`src/rtl/nios_system_arb_pkg.sv`:
```
// Shared widths and master identifiers for the on-chip memory arbiter.
package nios_system_arb_pkg;
   localparam int ADDR_W = 16;
   localparam int DATA_W = 32;
   localparam int BE_W   = DATA_W / 8;

   typedef logic [0:0] master_id_t;

   localparam master_id_t M0 = 1'b0;
   localparam master_id_t M1 = 1'b1;
endpackage

```
`src/rtl/nios_system_rr_arb2.sv`:
```
// Two-way round-robin grant: purely combinational, zero latency.
// block suppresses every grant; last_grant is held by the parent.
module nios_system_rr_arb2
   import nios_system_arb_pkg::*;
(
   input  logic [1:0] req,
   input  master_id_t last_grant,
   input  logic       block,
   output logic [1:0] gnt
);
   // On contention the master that did not win last time goes next.
   assign gnt[0] = !block && req[0] && (!req[1] || (last_grant == M1));
   assign gnt[1] = !block && req[1] && (!req[0] || (last_grant == M0));
endmodule

```
`src/rtl/nios_system_onchip_memory_arbiter.sv`:
```
// Shares the single-port on-chip RAM between two Avalon-MM masters.
// Grant in the request cycle, read data one cycle later; losers and idle masters see waitrequest.
module nios_system_onchip_memory_arbiter
   import nios_system_arb_pkg::*;
#(
   parameter int ADDR_W = nios_system_arb_pkg::ADDR_W,
   parameter int DATA_W = nios_system_arb_pkg::DATA_W,
   parameter int BE_W   = nios_system_arb_pkg::BE_W
) (
   input  logic              clk,
   input  logic              reset,
   input  logic              reset_req,
   input  logic [ADDR_W-1:0] m0_address,
   input  logic [BE_W-1:0]   m0_byteenable,
   input  logic              m0_read,
   input  logic              m0_write,
   input  logic [DATA_W-1:0] m0_writedata,
   output logic              m0_waitrequest,
   output logic [DATA_W-1:0] m0_readdata,
   output logic              m0_readdatavalid,
   input  logic [ADDR_W-1:0] m1_address,
   input  logic [BE_W-1:0]   m1_byteenable,
   input  logic              m1_read,
   input  logic              m1_write,
   input  logic [DATA_W-1:0] m1_writedata,
   output logic              m1_waitrequest,
   output logic [DATA_W-1:0] m1_readdata,
   output logic              m1_readdatavalid,
   output logic [ADDR_W-1:0] mem_address,
   output logic [BE_W-1:0]   mem_byteenable,
   output logic              mem_chipselect,
   output logic              mem_write,
   output logic [DATA_W-1:0] mem_writedata,
   output logic              mem_clken,
   output logic              mem_reset_req,
   input  logic [DATA_W-1:0] mem_readdata
);
   logic [1:0] req;
   logic [1:0] gnt;
   logic       granted;
   logic       win_read;
   logic       win_write;
   master_id_t winner;
   master_id_t last_grant;
   master_id_t rd_owner;
   logic       rd_pend;

   assign req = {m1_read | m1_write, m0_read | m0_write};

   nios_system_rr_arb2 u_rr_arb2 (
      .req        (req),
      .last_grant (last_grant),
      .block      (reset_req | reset),
      .gnt        (gnt)
   );

   assign granted   = |gnt;
   assign winner    = gnt[1] ? M1 : M0;
   assign win_write = gnt[1] ? m1_write : m0_write;
   // A simultaneous read and write is handled as a write only.
   assign win_read  = (gnt[1] ? m1_read : m0_read) && !win_write;

   assign m0_waitrequest = !gnt[0];
   assign m1_waitrequest = !gnt[1];
   assign mem_clken      = !reset_req;
   assign mem_reset_req  = reset_req;

   always_comb begin
      mem_chipselect = 1'b0;
      mem_write      = 1'b0;
      mem_address    = '0;
      mem_byteenable = '0;
      mem_writedata  = '0;
      if (granted) begin
         mem_chipselect = 1'b1;
         mem_write      = win_write;
         if (gnt[1]) begin
            mem_address    = m1_address;
            mem_byteenable = m1_byteenable;
            mem_writedata  = m1_writedata;
         end else begin
            mem_address    = m0_address;
            mem_byteenable = m0_byteenable;
            mem_writedata  = m0_writedata;
         end
      end
   end

   always_ff @(posedge clk or posedge reset) begin
      if (reset) begin
         last_grant <= M1;
         rd_pend    <= 1'b0;
         rd_owner   <= M0;
      end else begin
         if (granted) begin
            last_grant <= winner;
         end
         rd_pend <= granted && win_read;
         if (granted && win_read) begin
            rd_owner <= winner;
         end
      end
   end

   assign m0_readdatavalid = rd_pend && (rd_owner == M0);
   assign m1_readdatavalid = rd_pend && (rd_owner == M1);
   assign m0_readdata      = m0_readdatavalid ? mem_readdata : '0;
   assign m1_readdata      = m1_readdatavalid ? mem_readdata : '0;

`ifndef SYNTHESIS
   always @(posedge clk) begin
      if (!reset) begin
         assert (!(m0_read && m0_write))
            else $warning("m0 read and write asserted together; handled as write");
         assert (!(m1_read && m1_write))
            else $warning("m1 read and write asserted together; handled as write");
      end
   end
`endif
endmodule

```
`config.mk`:
```
export PLATFORM = sky130hd
export DESIGN_NAME = nios_system_onchip_memory_arbiter
export DESIGN_NICKNAME = d
export VERILOG_FILES = /design/src/rtl/nios_system_arb_pkg.sv /design/src/rtl/nios_system_rr_arb2.sv /design/src/rtl/nios_system_onchip_memory_arbiter.sv
export SDC_FILE = /design/constraint.sdc
export NUM_CORES = 1
export LEC_CHECK = 0
export ABC_AREA = 1
export CORE_AREA = 5 5 99 101
export DETAILED_ROUTE_END_ITERATION = 12
export DIE_AREA = 0 0 104 106
export PLACE_DENSITY = 0.75
export SLEW_MARGIN = 20
export SYNTH_ARGS = -nofsm -noshare
export SYNTH_HDL_FRONTEND = slang
export SYNTH_SLANG_ARGS = --single-unit
```
`constraint.sdc`:
```
create_clock -name clk -period 2.6 [get_ports clk]
set_input_delay 0.65 -clock clk [delete_from_list [all_inputs] [get_ports clk]]
set_output_delay 0.65 -clock clk [all_outputs]
set_load 0.05 [all_outputs]
```
# Yosys cells after proc, flatten, opt, wreduce, memory -nomap -nowiden
# Index checks and enable logic that the tools add are counted.
[word_totals]
register_bits = 3
input_bits = 143
out_inout_bits = 124
wordCells = 39
[classes]
n_mux = 13
bitwise_logic = 5
n_reduce_logical = 18
[op_table]
columns = ["op", "count"]
rows = [
  ["$mux W32", 4],
  ["$mux W16", 2],
  ["$logic_and A1 B1 Y1", 8],
  ["$mux W4", 2],
  ["$logic_not A1 Y1", 7],
  ["$mux W1", 5],
  ["$or A1 B1 Y1", 3],
  ["$logic_or A1 B1 Y1", 2],
  ["$not A1 Y1", 2],
  ["$reduce_or A2 Y1", 1],
]

# Longest topological paths before layout
[logic_depth]
ltp_word = 8
mapped_depth = 9
mapped_depth_nobuf = 8

# Cells and area by module
# Synthesis repeated with hierarchy kept, for this count alone.
[unflattened]
hier_cells = 318
hier_area_um2 = 1446.4
[modules_own_cells]
columns = ["module", "instances", "cells_each", "area_each_um2"]
rows = [
  ["nios_system_onchip_memory_arbiter", 1, 309, 1412.6],
  ["nios_system_rr_arb2", 1, 9, 33.8],
]

# Worst setup path after synthesis
# OpenSTA, ideal clock, no wires.
[synth_timing]
path_type = "in2out"
from = "input port reset_req"
to = "output port mem_address[10]"
arrival_time_ps = 2378
required_ps = 1950
path_slack_ps = -428
stages = 6
path_buffers = 1
cell_sequence = "nor2_1 -> o21ai_0 -> nand2_1 -> inv_2 -> buf_2 -> a21oi_1"
[synth_via]
elab_chain_cells = 6
word_cells_on_any_way = 9
[synth_rtl]
columns = ["item", "line_no", "rtl"]
rows = [
  ["from (decl)", "nios_system_onchip_memory_arbiter.sv:12", "input logic reset_req,"],
  ["$or A1 B1 Y1 *", "nios_system_onchip_memory_arbiter.sv:53", ".block (reset_req | reset),"],
  ["$logic_not A1 Y1 *", "nios_system_rr_arb2.sv:12, nios_system_rr_arb2.sv:13", ""],
  ["$logic_and A1 B1 Y1, on equally long branches (2 in series)", "nios_system_rr_arb2.sv:13, nios_system_rr_arb2.sv:12", ""],
  ["$mux W16 / $reduce_or A2 Y1 (equally long branches)", "nios_system_onchip_memory_arbiter.sv:77, nios_system_onchip_memory_arbiter.sv:57", ""],
  ["$mux W16 *", "nios_system_onchip_memory_arbiter.sv:74", "if (granted) begin"],
  ["to (decl)", "nios_system_onchip_memory_arbiter.sv:29", "output logic [ADDR_W-1:0] mem_address,"],
]
# Mark *: on every way between the ends. The rest lies on a longest branch, timed or not.

==> flow_metrics.py <==
metrics = {
    "run_status": {
        "outcome": "finished clean",
    },
    "drt": {
        "first_pass_iters": 4,
        "dr.first_iter.drc_count": 76,
        "wl_per_cell_um": 17.9,
        "vias_per_cell": 4.46,
        "drtAntennaViolNets": 0,
        "drc": 0,
        "drt_wl_total_mm": 13.1,
        "via_count": 3262,
    },
    "setup_path": {
        "crit_type": "input pin to asynchronous set/reset pin",
        "reg2reg_from": "last_grant$_DFFE_PP1P_",
        "worstPathRequired_ns": 2.95,
        "slowest_delay_ns": 0.11,
        "path_cells": "buf_6 -> inv_4 -> buf_4 -> buf_4 -> buf_4 -> buf_4 -> buf_4 -> buf_4 -> buf_4 -> buf_4 -> buf_4 -> buf_4 -> buf_4 -> buf_4 -> buf_4 -> buf_4 -> buf_4 -> buf_4 -> buf_4 -> buf_4 -> buf_4 -> buf_4 -> buf_4 -> buf_4",
        "regToRegSetupSlack_ns": 1.04,
        "crit_top_cell": "buf_4",
        "reg2regPathDepth": 10,
        "crit_path_start_kind": "input pin",
        "crit_fanout": 3,
        "regToRegEndpoint": "rd_owner$_DFFE_PP0P_",
        "cpMaxStageDelayCell": "buf_6",
        "end_kind": "asynchronous set/reset pin",
        "arrival_ns": 2.93,
    },
    "min_path": {
        "min_path_cells": 2,
        "whs_endpoint": "last_grant$_DFFE_PP1P_",
        "hold_path_class": "register to register",
        "min_from": "last_grant$_DFFE_PP1P_",
    },
    "cells_and_area": {
        "fin_util_pct": 74.2,
        "fin_nets": 764,
        "multi_input_area_sq_um": 1890,
        "area_growth_pct": 372,
        "drive_above_1_share_pct": 51.3,
        "regArea_sq_um": 76.3,
        "fin_cells": 732,
        "fillers": 591,
    },
    "global_route": {
        "grt_pass1_wl_mm": 20.0,
        "grt_start_max_net_pins": 34,
        "grt_use_total_pct": 22.5,
        "grt_pass1_vias": 3785,
        "overflow": 0,
        "antenna_found_initial": 1,
    },
    "floorplan": {
        "die_w_um": 104,
        "ios": 267,
        "start_util_pct": 15.7,
        "die_y_um": 106,
        "core_sq_um": 8930,
        "num_rows": 35,
        "dieArea_sq_um": 11000,
    },
    "cts": {
        "htreeDepth": 1,
        "root_buffer": "clkbuf_8",
        "tritoncts": "done",
        "cts_made_buffers": 3,
        "clock-sinks": 3,
        "clockBufferDepth": 2,
        "cts.clk_slew.worst_paths_ns": 0.03,
        "insertion_delay_ns": 0.22,
    },
    "power": {
        "power.density_nw_per_um2": 272,
        "power_leakage_nw": 2.94,
        "ir_drop_mv": 0.173,
    },
    "synth": {
        "netlist_instances": 308,
        "ys_seq_elements": 3,
        "ys_seq_area_share_pct": 5.44,
        "synth_area_sq_um": 1400,
        "syn_avg_cell_area_sq_um": 4.56,
        "synth_fp_nets": 451,
        "synth_cell_type_count": 20,
        "yosysWarnings": 0,
    },
    "sta": {
        "tightest_slew_ns": 0.546,
        "setup_tns_ns": 0,
        "period_minus_slack_ns": 2.58,
        "skew_ns": 0.00473,
        "drv_slew": 0,
        "rsz0062_at_grt": "yes",
        "max_freq_ghz": 0.387,
        "setup_viol": 0,
        "min_period_over_period_pct": 99.4,
        "hold_violations": 0,
        "slew_headroom_pct": 63.5,
    },
    "placed_design": {
        "place_inst": 679,
        "port_buffers": 266,
        "hpwlAfterDp_mm": 8.99,
        "gp_congestion": 0.791,
    },
    "run": {
        "drv_cap": 0,
    },
}
-- state kept, by name (all words and copies together), names as in the netlist --
register    flops
last_grant      1
rd_owner        1
rd_pend         1
-- metrics by stage --
| stage | setup slack [ns] | hold slack [ns] | power, mW | instance area, sq um |
|---|---|---|---|---|
| after CTS | -0.0149 | 0.501 | 1.75 | 6380 |
| final | 0.0161 | 0.501 | 1.81 | 6630 |
| after floorplan | -0.113 | 0.411 | 0.791 | 1980 |
| after global routing | -0.0341 | 0.526 | 1.89 | 6630 |
| after detailed placement | -0.372 | 0.481 | 1.39 | 5370 |
| after global placement | -0.354 | 0.473 | 1.37 | 5370 |
-- layout make-up --
cell class                 count  share of cell area [%]
antenna                        1                  0.0377
inverter                      40                    2.68
sequential                     3                    1.15
multi-input combinational    242                    28.6
timing repair inverter         1                   0.113
clock buffer                   4                   0.679
timing repair buffer         330                    64.7
tap                          111                    2.09
-- metal layers --
layer  track usage, %  vias to the layer above  part of all wire [%]
li1                 -                     1556                     -
met1             21.8                     1510                    32
met2             45.9                      174                    59
met3             6.07                       22                   7.3
met4             6.01                        0                   1.8
met5                0                        -                     0
-- timing repair --
action | CTS | global route
endpoints found under the setup margin | 55 | 77
buffers inserted | 38 | 1
pin swaps | 8 | 15
resized for setup | 144 | 58
hold buffers | 0 | 0
gates cloned | 8 | 3
-- synthesized netlist by cell type --
| cell type | instances | area share (%) |
|---|---|---|
| or2_0 | 1 | 0.45 |
| nor2_1 | 66 | 18 |
| or2_1 | 1 | 0.45 |
| o211ai_1 | 1 | 0.53 |
| o21ai_0 | 1 | 0.36 |
| o21ai_1 | 1 | 0.36 |
| nand3_1 | 2 | 0.71 |
| inv_2 | 1 | 0.27 |
| buf_4 | 4 | 2.1 |
| dfrtp_1 | 2 | 3.6 |
| clkinv_2 | 1 | 0.36 |
| nor2_2 | 2 | 0.89 |
| dfstp_2 | 1 | 1.9 |
| inv_1 | 38 | 10 |
| nand2_2 | 1 | 0.45 |
| buf_6 | 10 | 8.0 |
| clkbuf_1 | 6 | 1.6 |
| buf_2 | 3 | 1.1 |
| nand2_1 | 113 | 30 |
| a21oi_1 | 53 | 19 |
-- worst max-delay path, delay by kind of cell --
family | cells | cell delay, ns
buffers and inverters | 24 | 2.28
-- worst max-delay path by stage --
stage,startpoint,to,slack [ns],cells past startpoint
floorplan,reset_req,mem_address[10],-0.11,6
global placement,reset_req,mem_byteenable[0],-0.35,9
detailed placement,reset_req,mem_byteenable[0],-0.37,9
CTS,reset_req,mem_writedata[4],-0.01,12
global route,reset_req,mem_address[10],-0.03,12
finish,reset,last_grant$_DFFE_PP1P_,0.02,24
-- where the power goes --
group	switching, mW	internal [mW]
Clock	0.0314	0.105
Combinational	0.856	0.749
Sequential	0.00854	0.0572
Total	0.896	0.911
-- cells in the final DEF (no fill, tap or decap), types with 2 or more instances in the layout --
cell | netlist | final
inv_1 | 38 | 35
buf_12 | 0 | 83
buf_2 | 3 | 3
clkbuf_16 | 0 | 2
clkdlybuf4s50_1 | 0 | 137
buf_8 | 0 | 8
dfrtp_1 | 2 | 2
nand2_1 | 113 | 57
nand2_2 | 1 | 28
buf_16 | 0 | 8
nand2_4 | 0 | 29
nand3_1 | 2 | 2
nor2_4 | 0 | 3
buf_4 | 4 | 39
clkinvlp_4 | 0 | 3
buf_6 | 10 | 49
a21oi_2 | 0 | 2
clkbuf_8 | 0 | 3
a21oi_4 | 0 | 51
nor2_1 | 66 | 64
-- kinds of logic after synthesis --
| family | Yosys count | share of synthesized area [%] |
|---|---|---|
| AND/OR/NAND/NOR | 186 | 50.8 |
| buffers and inverters | 63 | 23.6 |
| AO/OA/AOI/OAI | 56 | 20.1 |
| flip-flops | 3 | 5.44 |
Power figures use the tool's default switching activity.
==> RTL change: new RTL, config.mk and constraints unchanged <==
Change the package constant `ADDR_W` from 16 to 14.
--- a/src/rtl/nios_system_arb_pkg.sv
+++ b/src/rtl/nios_system_arb_pkg.sv
@@ -1,6 +1,6 @@
 // Shared widths and master identifiers for the on-chip memory arbiter.
 package nios_system_arb_pkg;
-   localparam int ADDR_W = 16;
+   localparam int ADDR_W = 14;
    localparam int DATA_W = 32;
    localparam int BE_W   = DATA_W / 8;
 
Interface: changed (resized m0_address, m1_address and mem_address); port bits go from 267 to 261. The function was not compared with the original's and may differ.
==> RTL change against the original RTL <==
Synthesized area decreased by 3.9%; synthesized cell count down 2.3%; largest power group unchanged; maximum frequency increased by 1.7%; first-iteration DRC count fell by 9.2%; die area is the same; wire length decreased by 13%; largest cell class unchanged; cell area decreased by 11%; sequential cell count unchanged; setup slack better by 0.043 ns; critical path depth decreased by 14; critical path type is now primary input to output pin; total power decreased by 9.4%; sequential power is 1% higher.
==> RTL change: results <==
[grt]
grt_pass1_wl_um = 17600
use_met3_pct = 6.56
grt_pass1_vias = 3447
grt_max_degree = 34
grt_util_met1_pct = 18.6
antenna_found_initial = 0
grt_usage_pct = 19.7
met2_usage_pct = 41.0

[placement]
place_hpwl_um = 9190
post-place-ws_ns = -0.357
portBuffers = 260
placed_area_um2 = 5300
placed_cells = 679
gp_congestion = 0.777

[pwr]
powerDensity_nw_per_um2 = 279
peakVddDrop_uv = 141
p_leak_nw = 2.62

[setup_path]
cp.arrival_ns = 1.89
max_stage_delay_ns = 0.20
path_max_fanout = 5
crit_slowest_cell = "clkdlybuf4s15_2"

[layout]
finalNetCount = 747
signal_buffers = 324
clkCellAreaFrac_pct = 0.767
drive_gt1_share_pct = 44.8
stdcell_count = 718
seq_area_share_pct = 1.30
final-nonclk-buf-share_pct = 70.5
fill_cells = 691
multi_input_area_um2 = 1310
antennaDiodeCount = 0
multi_input_gates = 236
nClkBuffers = 4
inv_count = 40

[routing]
vias = 3091
drt-met1-wl_um = 3700
wire_per_inst_um = 15.9
highest-signal-layer = "met4"
dr_wl_met3_um = 1010
drtIter0Drc = 69
dr.pass1.iters = 4
met2_length_um = 6530

[yosys]
synth-seq-area-share_pct = 5.66
netlist_top_cells_area = "nand2_1, a21oi_1, nor2_1"
synth_compound_gate_area_share_pct = 20.2
synthesis.nets = 440
synthTopCellsByCount = "nand2_1, nor2_1, a21oi_1"
synth_top_area_share_pct = 30.3
synth_fa_ha_area_share_pct = 0
ys_types = 21
syn_area_per_cell_um2 = 4.48

[sta]
fmax_mhz = 394
worst_pin_slew_ns = 0.959
fin_skew_ns = 0.00534

[cts]
htreeDepth = 1
clkLatencyLatePin_ns = 0.22
ctsHoldBuffers = 0

[outcome]
status = "finished, final reports clean"
RTL change: worst paths after layout:
check                                 from          endpoint  slack (ns)  depth (start not counted)
worst max-delay path               m1_read  mem_writedata[5]        0.06                         10
worst min-delay path            last_grant        last_grant        0.51                          2
worst max register to register  last_grant          rd_owner        1.03                          9
worst min register to register  last_grant        last_grant        0.51                          2
max in group asynchronous            reset        last_grant        0.12                         24
min in group asynchronous            reset           rd_pend        2.30                         24
RTL change: cells by family after synthesis:
| logic type | Yosys count |
|---|---|
| and+or+nand+nor | 182 |
| buffers and inverters | 62 |
| DFF | 3 |
| AOI/OAI and AO/OA | 54 |
RTL change: timing repair:
item | 4_1_cts | 5_1_grt
cloned | 4 | 0
resized for setup | 67 | 18
endpoints found under the setup margin | 51 | 65
pin swaps | 19 | 9
buffers inserted | 31 | 2
RTL change: report_power, final:
group	leakage, nW	total [mW]	switching (mW)	internal, mW
logic	2.56	1.43	0.742	0.688
registers	0.0365	0.0667	0.00951	0.0572
clock network	0.0228	0.139	0.0345	0.105
